**src/rtl/ras_stack_pkg.sv**
```systemverilog
// Shared constants for the return-address-stack slice (control stage + storage).
package ras_stack_pkg;

  localparam int RAS_DEPTH = 8;
  localparam int PC_WIDTH  = 32;
  localparam logic [31:0] RAS_EMPTY_PC = 32'hFFFF_FFFF;

  // Opcodes the control stage decodes to generate push/pop requests.
  localparam logic [6:0] OPC_JAL  = 7'b1101111;
  localparam logic [6:0] OPC_JALR = 7'b1100111;

  typedef enum logic [1:0] {
    OP_NONE = 2'd0,
    OP_PUSH = 2'd1,
    OP_POP  = 2'd2,
    OP_SWAP = 2'd3
  } ras_op_e;

endpackage

```
**src/rtl/ras_stack_edge_detect.sv**
```systemverilog
// Rising-edge detector: turns a held request level into a single-cycle pulse.
module ras_stack_edge_detect (
  input  logic clk,
  input  logic reset,
  input  logic lvl,
  output logic pulse
);

  logic lvl_q;

  always_ff @(posedge clk) begin
    if (reset) lvl_q <= 1'b0;
    else       lvl_q <= lvl;
  end

  assign pulse = lvl & ~lvl_q;

endmodule

```
**src/rtl/ras_stack.sv**
```systemverilog
// Circular LIFO return-address stack; overflow drops the oldest entry.
// Optional RAS_STATS_EN adds saturating overflow/underflow event counters.
module ras_stack
  import ras_stack_pkg::*;
#(
  parameter int DEPTH = RAS_DEPTH,
  parameter int WIDTH = PC_WIDTH,
  parameter logic [WIDTH-1:0] EMPTY_PC = RAS_EMPTY_PC
) (
  input  logic                         clk,
  input  logic                         reset,
  input  logic                         flush,
  input  logic                         push,
  input  logic                         pop,
  input  logic [WIDTH-1:0]             pc_in,
  output logic [WIDTH-1:0]             pc_out,
  output logic                         empty,
  output logic                         full,
  output logic [$clog2(DEPTH+1)-1:0]   count,
  output logic                         overflow,
  output logic                         underflow
`ifdef RAS_STATS_EN
  ,
  output logic [15:0]                  ovf_cnt,
  output logic [15:0]                  unf_cnt
`endif
);

  localparam int PW = $clog2(DEPTH);
  localparam int CW = $clog2(DEPTH+1);

  logic [WIDTH-1:0] mem [DEPTH];
  logic [PW-1:0]    tp;
  logic [PW-1:0]    tp_inc;
  logic [PW-1:0]    tp_dec;
  logic             do_push;
  logic             do_pop;
  ras_op_e          op;

  ras_stack_edge_detect u_push_edge (
    .clk   (clk),
    .reset (reset),
    .lvl   (push),
    .pulse (do_push)
  );

  ras_stack_edge_detect u_pop_edge (
    .clk   (clk),
    .reset (reset),
    .lvl   (pop),
    .pulse (do_pop)
  );

  always_comb begin
    op = OP_NONE;
    case ({do_push, do_pop})
      2'b10:   op = OP_PUSH;
      2'b01:   op = OP_POP;
      2'b11:   op = OP_SWAP;
      default: op = OP_NONE;
    endcase
  end

  assign tp_inc = tp + 1'b1;
  assign tp_dec = tp - 1'b1;
  assign empty  = (count == '0);
  assign full   = (count == CW'(DEPTH));
  assign pc_out = empty ? EMPTY_PC : mem[tp];

  // Storage is not reset; a swap on an empty stack degenerates to a push.
  always_ff @(posedge clk) begin
    if (!reset && !flush) begin
      if (op == OP_PUSH || (op == OP_SWAP && empty)) mem[tp_inc] <= pc_in;
      else if (op == OP_SWAP)                         mem[tp]     <= pc_in;
    end
  end

  always_ff @(posedge clk) begin
    if (reset || flush) begin
      tp        <= '0;
      count     <= '0;
      overflow  <= 1'b0;
      underflow <= 1'b0;
    end else begin
      overflow  <= 1'b0;
      underflow <= 1'b0;
      case (op)
        OP_PUSH: begin
          tp <= tp_inc;
          if (full) overflow <= 1'b1;
          else      count    <= count + 1'b1;
        end
        OP_POP: begin
          if (empty) begin
            underflow <= 1'b1;
          end else begin
            tp    <= tp_dec;
            count <= count - 1'b1;
          end
        end
        OP_SWAP: begin
          if (empty) begin
            tp    <= tp_inc;
            count <= CW'(1);
          end
        end
        default: ;
      endcase
    end
  end

`ifdef RAS_STATS_EN
  // Counters survive flush so software can read totals across pipeline flushes.
  always_ff @(posedge clk) begin
    if (reset) begin
      ovf_cnt <= '0;
      unf_cnt <= '0;
    end else begin
      if (overflow  && ovf_cnt != 16'hFFFF) ovf_cnt <= ovf_cnt + 1'b1;
      if (underflow && unf_cnt != 16'hFFFF) unf_cnt <= unf_cnt + 1'b1;
    end
  end
`endif

endmodule

```
**config.mk**
```make
export PLATFORM = sky130hd
export DESIGN_NAME = ras_stack
export DESIGN_NICKNAME = d
export VERILOG_FILES = /design/src/rtl/ras_stack_pkg.sv /design/src/rtl/ras_stack_edge_detect.sv /design/src/rtl/ras_stack.sv
export SDC_FILE = /design/constraint.sdc
export NUM_CORES = 1
export LEC_CHECK = 0
export ABC_AREA = 1
export CAP_MARGIN = 20
export CORE_MARGIN = 2
export CORE_UTILIZATION = 58
export DETAILED_ROUTE_END_ITERATION = 16
export PLACE_DENSITY = 0.79
export SKIP_LAST_GASP = 1
export SLEW_MARGIN = 25
export SYNTH_ARGS = -nofsm -noshare
export SYNTH_HDL_FRONTEND = slang
export SYNTH_HIERARCHICAL = 1
export SYNTH_SLANG_ARGS = --single-unit
```
**constraint.sdc**
```tcl
create_clock -name clk -period 4.15 [get_ports clk]
set_input_delay 0.415 -clock clk [delete_from_list [all_inputs] [get_ports clk]]
set_output_delay 0.415 -clock clk [all_outputs]
set_load 0.005 [all_outputs]
```
Yosys cells after proc, flatten, opt, wreduce, memory -nomap -nowiden
Memories as Yosys holds them, arrays and structs flattened. A register that Yosys moved wholly into a read port is not among the register bits.
Index checks and enable logic that the tools add are counted.
- register bits after elaboration: 11
- bits in writable memories: 256
- input bits: 37
- output and inout bits: 40
- word-level logic and storage cells: 63
- memories kept: 1
- add/subtract/negate cells: 4
- equal/unequal tests: 10
- multiplexer cells: 23
- bitwise gates (word level): 6
- reductions and logical operators: 13
- memories (name ; depth ; width ; read ports ; clocked after Yosys merged registers in ; write ports ; line ; source):
    mem ; 8 ; 32 ; 1 ; 1 ; 1 ; ras_stack.sv:32 ; logic [WIDTH-1:0] mem [DEPTH];
- operators with widths (operator ; number):
    two-way mux 32 bit ; 2
    OR reduction 32 bit ; 1
    two-way mux 3 bit ; 5
    two-way mux 4 bit ; 3
    case mux 4 bit (3 select lines) ; 1
    two-way mux 1 bit ; 10
    case mux 3 bit (3 select lines) ; 1
    == test 2 bit (second input constant) ; 4
    != test 2 bit (second input constant) ; 3
    case mux 2 bit (3 select lines) ; 1
    adder 4 x 1 -> 4 bit (second input constant) ; 1
    == test 2 x 1 -> 1 bit (second input constant) ; 2
    == test 4 bit (second input constant) ; 1
    logical NOT 4 bit ; 1
    inverter 1 bit ; 4
    AND reduction 4 bit ; 1
    OR reduction 2 bit ; 2
    subtractor 4 x 1 -> 4 bit (second input constant) ; 1
    adder 3 x 1 -> 3 bit (second input constant) ; 1
    AND reduction 3 bit ; 1
    nonzero test 3 bit ; 1
    subtractor 3 x 1 -> 3 bit (second input constant) ; 1
    AND 1 bit ; 2
    logical AND 1 bit ; 2
    2 further kinds ; 4

Depth between registers and ports, before layout
Gate-level depths: netlist of the first run.
- word-level depth: 12
- gate-level depth with buffers: 12

Hierarchy
The synthesis of the first run kept the hierarchy.
- by module, submodules not included (module ; instances ; cells an instance ; area each (µm²)):
    ras_stack ; 1 ; 907 ; 10816.6
    ras_stack_edge_detect ; 2 ; 4 ; 31.3

Worst setup path after synthesis of the first run
OpenSTA, ideal clock, no wires.
- kind: input to register
- start: in pop
- end: mem mem[1][0] in the netlist's numbering, enable pin
- arrival: 2.706 ns
- setup slack: 1.022 ns
- cell stages on the path: 8
- buffers on the path: 0
- cells stage by stage: inv_1 > nor2_1 > nand2_2 > inv_2 > nand3_4 > xor2_2 > nand2_2 > nor2_1
- longest elaborated chain between the ends: 11
- RTL lines (item ; line ; source):
    start, declared ; ras_stack.sv:14 ; input logic pop,
    AND 1 bit * ; ras_stack_edge_detect.sv:16 ; assign pulse = lvl & ~lvl_q;
    net do_pop ; ras_stack.sv:37 ; logic do_pop;
    == test 2 bit / == test 2 x 1 -> 1 bit (equally long branches) ; ras_stack.sv:56 ; case ({do_push, do_pop})
    case mux 2 bit (3 select lines) * ; ras_stack.sv:56 ;
    == test 2 bit ; ras_stack.sv:73, ras_stack.sv:74 ;
    logical AND 1 bit ; ras_stack.sv:73 ; if (op == OP_PUSH || (op == OP_SWAP && empty)) mem[tp_inc] <= pc_in;
    logical OR 1 bit ; ras_stack.sv:73 ;
    two-way mux 1 bit ; ras_stack.sv:73 ;
    two-way mux 1 bit ; ras_stack.sv:72 ; if (!reset && !flush) begin
    two-way mux 1 bit (implied by the code) ; ras_stack.sv:74 ; else if (op == OP_SWAP) mem[tp] <= pc_in;
    OR reduction 32 bit (no line) ; - ;
    two-way mux 3 bit (no line) / two-way mux 1 bit (equally long branches) ; - ;
    end, declared ; ras_stack.sv:32 ;
Mark *: on every way through the listed nets, which the timed path passes. The rest lies on a longest branch.

==> run_results.csv, run 1 <==
group,metric,value,unit
worst_setup_path,worst-path-buf-inv,3,
cts,cts_made_buffers,28,
global_routing,pin_count_of_the_biggest_net_entering_global_routing,71,
sta,final-hold-violation-count,0,
worst_hold_path,min_path_type,"input port to flop",
worst_setup_path,worstPathMaxFanout,68,
route,drt_first_pass_iters,6,
sta,final.setup_skew,0.00849,ns
worst_setup_path,critPathRequiredTime,3.73,ns
sta,clock.fmax,279,MHz
global_routing,grtUsageTotal,23.3,%
die,chipHeight,141,um
power,vdd_drop_max,379,uV
route,routed_wire_length_per_instance,18.5,um
worst_setup_path,path_delay_family,"buffers and inverters",
job,maxCapViolCount,0,
synthesis,synthesis.area_per_instance,11.9,um^2
die,die_x,141,um
route,top_signal_layer_used,"met4",
worst_setup_path,crit_path_frequent_cell,"sky130_fd_sc_hd__nand3_1",
synthesis,synth-simple-area-share,22.2,%
synthesis,syn-instance-count,915,
route,dr_total_vias,7197,
synthesis,ys.warnings.count,6,
die,design.core.area,18600,um^2
cts,post-cts-setup-buffer-count,0,
route,detail_route.wirelength,23000,um
route,wirelength_met1,9040,um
cts,cts.reportedPaths.clkPinSlew,0.06,ns
finish,n_antenna_cell,0,
worst_setup_path,crit_arrival,3.17,ns
sta,worst_pin_slew,0.874,ns
route,met2WireLength,11700,um
sta,finalWorstPathRequiredPeriod,3.58,ns
die,initial_core_util,58.6,%
route,drt.antenna.violating_nets,0,
synthesis,post_synth_fa_ha_maj_area_fraction,0.644,%
die,design.die.area,19900,um^2
outcome,run_status,"complete, no violations",
route,drcViolationCount,0,
placed_design,port-buffer-count,76,
worst_setup_path,end_kind,"primary output",
worst_setup_path,critical_path_slowest_stage_cell,"sky130_fd_sc_hd__buf_4",
synthesis,post_synthesis_sequential_element_count,270,
sta,final_min_period_over_clock_period,86.4,%
sta,grt_setup_unrepaired,"no",
synthesis,area_fraction_in_compound_gates_after_synthesis,0.621,%
cts,cts.hold.buffers_added,0,
power,power_leakage,0.00451,uW
sta,final.setup.tns,0,ns
cts,worst_skew_pair.late_latency,0.53,ns
cts,cts-htree-levels,1,
global_routing,grt_pass1_vias,7113,
synthesis,synth_cell_types,24,
cts,max-clock-path-buffers,3,
synthesis,main_combinational_cell_family_by_area_after_synthesis,"simple AND/OR/NAND/NOR gates",
route,drtIter0Drc,633,
cts,tritoncts,"done",
placed_design,global_placer_s_final_weighted_congestion,0.802,
sta,hold_ws,0.425,ns
global_routing,grt_antenna_before_repair,0,
synthesis,mappedNetlistArea,10900,um^2
global_routing,grt_pass1_wl,36400,um
sta,finalSetupViolations,0,
finish,drive_gt1_share,8.81,%
power,p_total,5760,uW
global_routing,grt_overflow,0,
worst_setup_path,worstSetupStartpointType,"flop",
finish,most-common-layout-cells,"sky130_fd_sc_hd__nand2_1, sky130_fd_sc_hd__edfxtp_1, sky130_fd_sc_hd__nand3_1",
cts,clk_root_buffer_cell,"sky130_fd_sc_hd__clkbuf_16",
route,met3RoutedLength,1650,um
cts,sink_count_of_the_clock_tree,270,
finish,layout.cells.most_common,"sky130_fd_sc_hd__nand2_1",
finish,area_delta_synth_final,17.3,%
synthesis,muxShareOfSynthArea,0,%
placed_design,detailed_place_hpwl,12800,um
worst_setup_path,cpPeakStageDelay,0.69,ns
cts,postCtsResizedCells,0,
synthesis,synth-xor-area-share,0.391,%
synthesis,yosysSeqAreaShare,73.2,%
worst_setup_path,crit_type,"flop to primary output",
route,route.detailed.vias_per_inst,5.79,
die,rows,50,
sta,slew_headroom,41.6,%
sta,report.final.slew_viol_count,0,
worst_setup_path,worstPathCellList,"buf_4 > buf_4 > nand2_1 > nand3_1 > nand3_1 > nand3_1 > clkdlybuf4s50_1",
finish,finish.utilization,68.7,%
die,top_level_ports,77,
finish,layout.nets,1030,
power,cellPowerDensity,451,nW/um^2
synthesis,syn_nets,957,
## synth_stat cells, drive strengths merged
cell	number	area (um^2)
buf	37	183
edfxtp	256	7690
nand2	290	1110
a21oi	7	35.0
fa	1	20.0
ha	4	50.1
clkbuf	14	52.6
inv	22	82.6
nor2	24	105
nand3	236	1190
dfxtp	14	280
xor2	4	42.6
o21ai	5	32.5
nor4	1	6.26
## report_power, final
| group | internal, uW | switching (uW) | total [uW] |
|---|---|---|---|
| clock network | 1330 | 982 | 2310 |
| registers | 3000 | 10.1 | 3010 |
| logic | 165 | 265 | 430 |
| total | 4500 | 1260 | 5760 |
## per-stage QoR
stage                     area, um^2  instances  worst slack, ns
after floorplan                10900        915             1.02
after global placement         11900       1192            0.888
after detailed placement       11900       1192            0.849
after CTS                      12800       1244            0.545
after global routing           12800       1244            0.374
final                          12800       1244            0.565
## logic make-up after synthesis
group / count (synthesis)
adder cells (fa/ha/maj): 5
AO/OA/AOI/OAI: 12
flip-flops: 270
buffers and inverters: 73
AND/OR/NAND/NOR: 551
XOR/XNOR: 4
## worst paths after layout
check / depth (start not counted) / slack [ns] / endpoint / start
worst max-delay path: 7 / 0.57 / pc_out[5] / flop
worst min-delay path: 3 / 0.42 / u_push_edge/lvl_q / push
worst max register to register: 7 / 1.25 / mem[3][6] / count[0]
worst min register to register: 2 / 0.51 / flop / tp[1]
## cell type report
cell class                      instances  area, um^2
Inverter                               22        83.8
Clock inverter                         18         109
Tap cell                              234         293
Clock buffer                           34         744
Timing Repair Buffer                   94         908
Sequential cell                       270        7970
Fill cell                            1282        5820
Multi-Input combinational cell        572        2650
## sequential cells by signal (all words and copies together) (netlist names), named ones only
name,count
mem,256
count,4
tp,3
overflow,1
u_pop_edge/lvl_q,1
u_push_edge/lvl_q,1
underflow,1
## per-layer routing
| layer | GRT usage, % | up-vias |
|---|---|---|
| li1 | - | 3368 |
| met1 | 29.8 | 3450 |
| met2 | 40.6 | 325 |
| met3 | 3.36 | 54 |
| met4 | 9.37 | 0 |
| met5 | 0 | - |
## worst register-to-register path, cell delays in order (launching register included)
cell and delay, ns:
sky130_fd_sc_hd__dfxtp_1 0.52, sky130_fd_sc_hd__nor2_4 0.10, sky130_fd_sc_hd__nand2_4 0.42, sky130_fd_sc_hd__nand3_4 0.19
sky130_fd_sc_hd__xor2_2 0.21, sky130_fd_sc_hd__nand2_2 0.18, sky130_fd_sc_hd__nor2_4 0.73, sky130_fd_sc_hd__buf_4 0.27
Note: power is estimated with default switching activity, not from simulation.
==> run 2: changes to the inputs <==
--- a/config.mk
+++ b/config.mk
@@ -9,6 +9,7 @@
 export CAP_MARGIN = 20
 export CORE_MARGIN = 2
 export CORE_UTILIZATION = 58
+export CTS_CLUSTER_DIAMETER = 60
 export DETAILED_ROUTE_END_ITERATION = 16
 export PLACE_DENSITY = 0.79
 export SKIP_LAST_GASP = 1
==> results of run 2 <==
Final layout, timing and power as in run 1 (identical DEF).
==> run 3: changes to the inputs <==
--- a/config.mk
+++ b/config.mk
@@ -6,10 +6,9 @@
 export NUM_CORES = 1
 export LEC_CHECK = 0
 export ABC_AREA = 1
-export CAP_MARGIN = 20
-export CORE_MARGIN = 2
+export CORE_MARGIN = 5
 export CORE_UTILIZATION = 58
-export CTS_CLUSTER_DIAMETER = 60
+export CTS_CLUSTER_DIAMETER = 150
 export DETAILED_ROUTE_END_ITERATION = 16
 export PLACE_DENSITY = 0.79
 export SKIP_LAST_GASP = 1
==> run 3 against run 2 <==
Compared with the run above:
- maximum frequency increased by 8.5%
- register-to-register slack about the same
- non-clock buffer count up 1
- clock power down 2%
- sequential share of layout area up 0.098 points
- design area shrank 0.16%
- global-route usage fell by 2.0 points
- wire length up 0.56%
- die area is 8.7% higher
- clock-buffer cell count decreased by 2
- worst hold slack improved by 0.017 ns
==> run_results.csv, run 3 (synthesis results as in run 1) <==
group,metric,value,unit
power,power_leakage,0.00450,uW
worst_setup_path,crit_path_frequent_cell,"sky130_fd_sc_hd__nand3_1",
power,cellPowerDensity,447,nW/um^2
cts,postCtsResizedCells,0,
route,dr_total_vias,7199,
die,rows,50,
cts,post-cts-setup-buffer-count,0,
worst_setup_path,end_kind,"primary output",
power,power.net_switching,1220,uW
worst_setup_path,cpPeakStageDelay,0.52,ns
worst_setup_path,worstSetupStartpointType,"flop",
global_routing,grt_antenna_before_repair,0,
placed_design,dp_worst_setup_slack,0.845,ns
route,route.detailed.vias_per_inst,5.81,
cts,cts-htree-levels,1,
die,initial_core_util,58.6,%
finish,layout.cells.most_common,"sky130_fd_sc_hd__nand2_1",
worst_setup_path,crit_type,"flop to primary output",
route,detail_route.wirelength,23200,um
worst_hold_path,min_path_type,"input port to flop",
worst_setup_path,crit_arrival,2.89,ns
global_routing,grt_pass1_vias,7209,
power,comb_power_share,7.5,%
cts,clk_root_buffer_cell,"sky130_fd_sc_hd__clkbuf_16",
sta,clock.fmax,303,MHz
placed_design,port-buffer-count,76,
finish,finish.utilization,68.6,%
finish,area_delta_synth_final,17.1,%
finish,drive_gt1_share,8.95,%
sta,finalSetupViolations,0,
worst_setup_path,worst-path-buf-inv,3,
placed_design,global_placer_s_final_weighted_congestion,0.851,
route,drt.antenna.violating_nets,0,
route,drt_first_pass_iters,5,
route,routed_wire_length_per_instance,18.7,um
die,design.die.area,21600,um^2
finish,layout.nets,1030,
route,drtIter0Drc,578,
worst_setup_path,worstPathCellList,"clkinv_2 > buf_4 > nand2_1 > nand3_1 > nand3_1 > nand3_1 > clkdlybuf4s50_1",
sta,final-hold-violation-count,0,
global_routing,grtUsageTotal,21.3,%
worst_setup_path,critical_path_slowest_stage_cell,"sky130_fd_sc_hd__dfxtp_4",
cts,tritoncts,"done",
power,p_int,4480,uW
global_routing,grt_pass1_wl,37100,um
global_routing,pin_count_of_the_biggest_net_entering_global_routing,107,
die,chipHeight,147,um
sta,final.setup.tns,0,ns
cts,sink_count_of_the_clock_tree,270,
cts,cts.reportedPaths.clkPinSlew,0.06,ns
finish,n_antenna_cell,0,
worst_setup_path,path_delay_family,"buffers and inverters",
sta,final.setup_skew,0.00919,ns
finish,registers_with_the_most_flip_flops,"mem: 256 flops, count: 4 flops, tp: 3 flops",
die,design.core.area,18600,um^2
power,vdd_drop_max,312,uV
die,die_x,147,um
finish,largest_reg_flops,256,
sta,report.final.slew_viol_count,0,
cts,cts.hold.buffers_added,0,
cts,worst_skew_pair.late_latency,0.52,ns
placed_design,detailed_place_hpwl,13200,um
cts,max-clock-path-buffers,3,
power,share_seq_of_total_power,52.9,%
job,maxCapViolCount,0,
worst_setup_path,worstPathMaxFanout,33,
finish,register_with_the_most_flip_flops,"mem",
sta,grt_setup_unrepaired,"no",
sta,slew_headroom,44.5,%
power,share_clk_of_total_power,39.6,%
route,drcViolationCount,0,
outcome,run_status,"complete, no violations",
sta,worst_pin_slew,0.833,ns
power,netSwitchingFraction,21.4,%
sta,final_min_period_over_clock_period,79.6,%
cts,cts_made_buffers,27,
worst_setup_path,critPathRequiredTime,3.73,ns
finish,most-common-layout-cells,"sky130_fd_sc_hd__nand2_1, sky130_fd_sc_hd__edfxtp_1, sky130_fd_sc_hd__nand3_1",
sta,finalWorstPathRequiredPeriod,3.31,ns
die,top_level_ports,77,
sta,setup_ws,0.845,ns
global_routing,grt_overflow,0,
## run 3: changes by cell type in the layout (fill, tap and decap cells not counted)
cell / before / now
sky130_fd_sc_hd__clkinv_1: 8 / 3
sky130_fd_sc_hd__clkinvlp_4: 0 / 1
sky130_fd_sc_hd__bufinv_16: 1 / 2
sky130_fd_sc_hd__buf_6: 0 / 1
sky130_fd_sc_hd__clkbuf_16: 29 / 27
## run 3: tightest hold or removal path, cell delays in order
cell	delay, ns
sky130_fd_sc_hd__clkdlybuf4s50_1	0.39
sky130_fd_sc_hd__inv_1	0.07
sky130_fd_sc_hd__nor2_1	0.04
## run 3: power by group through the flow
stage	Sequential, uW	Clock [uW]	Combinational [uW]
after floorplan	3070	0	222
after global placement	3080	0	417
after detailed placement	3080	0	426
after CTS	3020	2290	430
after global routing	3020	2400	470
final	3020	2260	427
## run 3: path summary, 6_finish.rpt
path / start / to / slack [ns] / depth (start not counted)
worst min-delay path: push / u_push_edge/lvl_q / 0.44 / 3
worst min register to register: tp[1] / flop / 0.52 / 2
worst max-delay path: flop / pc_out[5] / 0.84 / 7
worst max register to register: count[0] / mem[1][21] / 1.25 / 7
## run 3: metrics by stage
stage	std cells	cell area, um^2	power [uW]	hold WS, ns
3_3_place_gp	1193	11900	3490	0.502
5_1_grt	1240	12700	5890	0.460
4_1_cts	1240	12700	5730	0.425
2_1_floorplan	915	10900	3290	0.475
3_5_place_dp	1193	11900	3500	0.518
6_report	1240	12700	5700	0.442
## run 3: metal layers
layer / routed length [um] / track usage (%) / up-vias
met5: 0 / 0 / -
met4: 496 / 6.20 / 0
met3: 1670 / 3.12 / 50
met2: 11500 / 36.4 / 269
met1: 9490 / 29.0 / 3509
li1: - / - / 3371
## run 3: layout make-up
| cell class | count | area (um^2) |
|---|---|---|
| flip-flops and latches | 270 | 7970 |
| well taps | 234 | 293 |
| repair buffers | 95 | 920 |
| clock buffers | 32 | 694 |
| clock inverters | 15 | 128 |
| inverters | 22 | 83.8 |
| fillers | 1253 | 5840 |
| multi-input cells | 572 | 2650 |
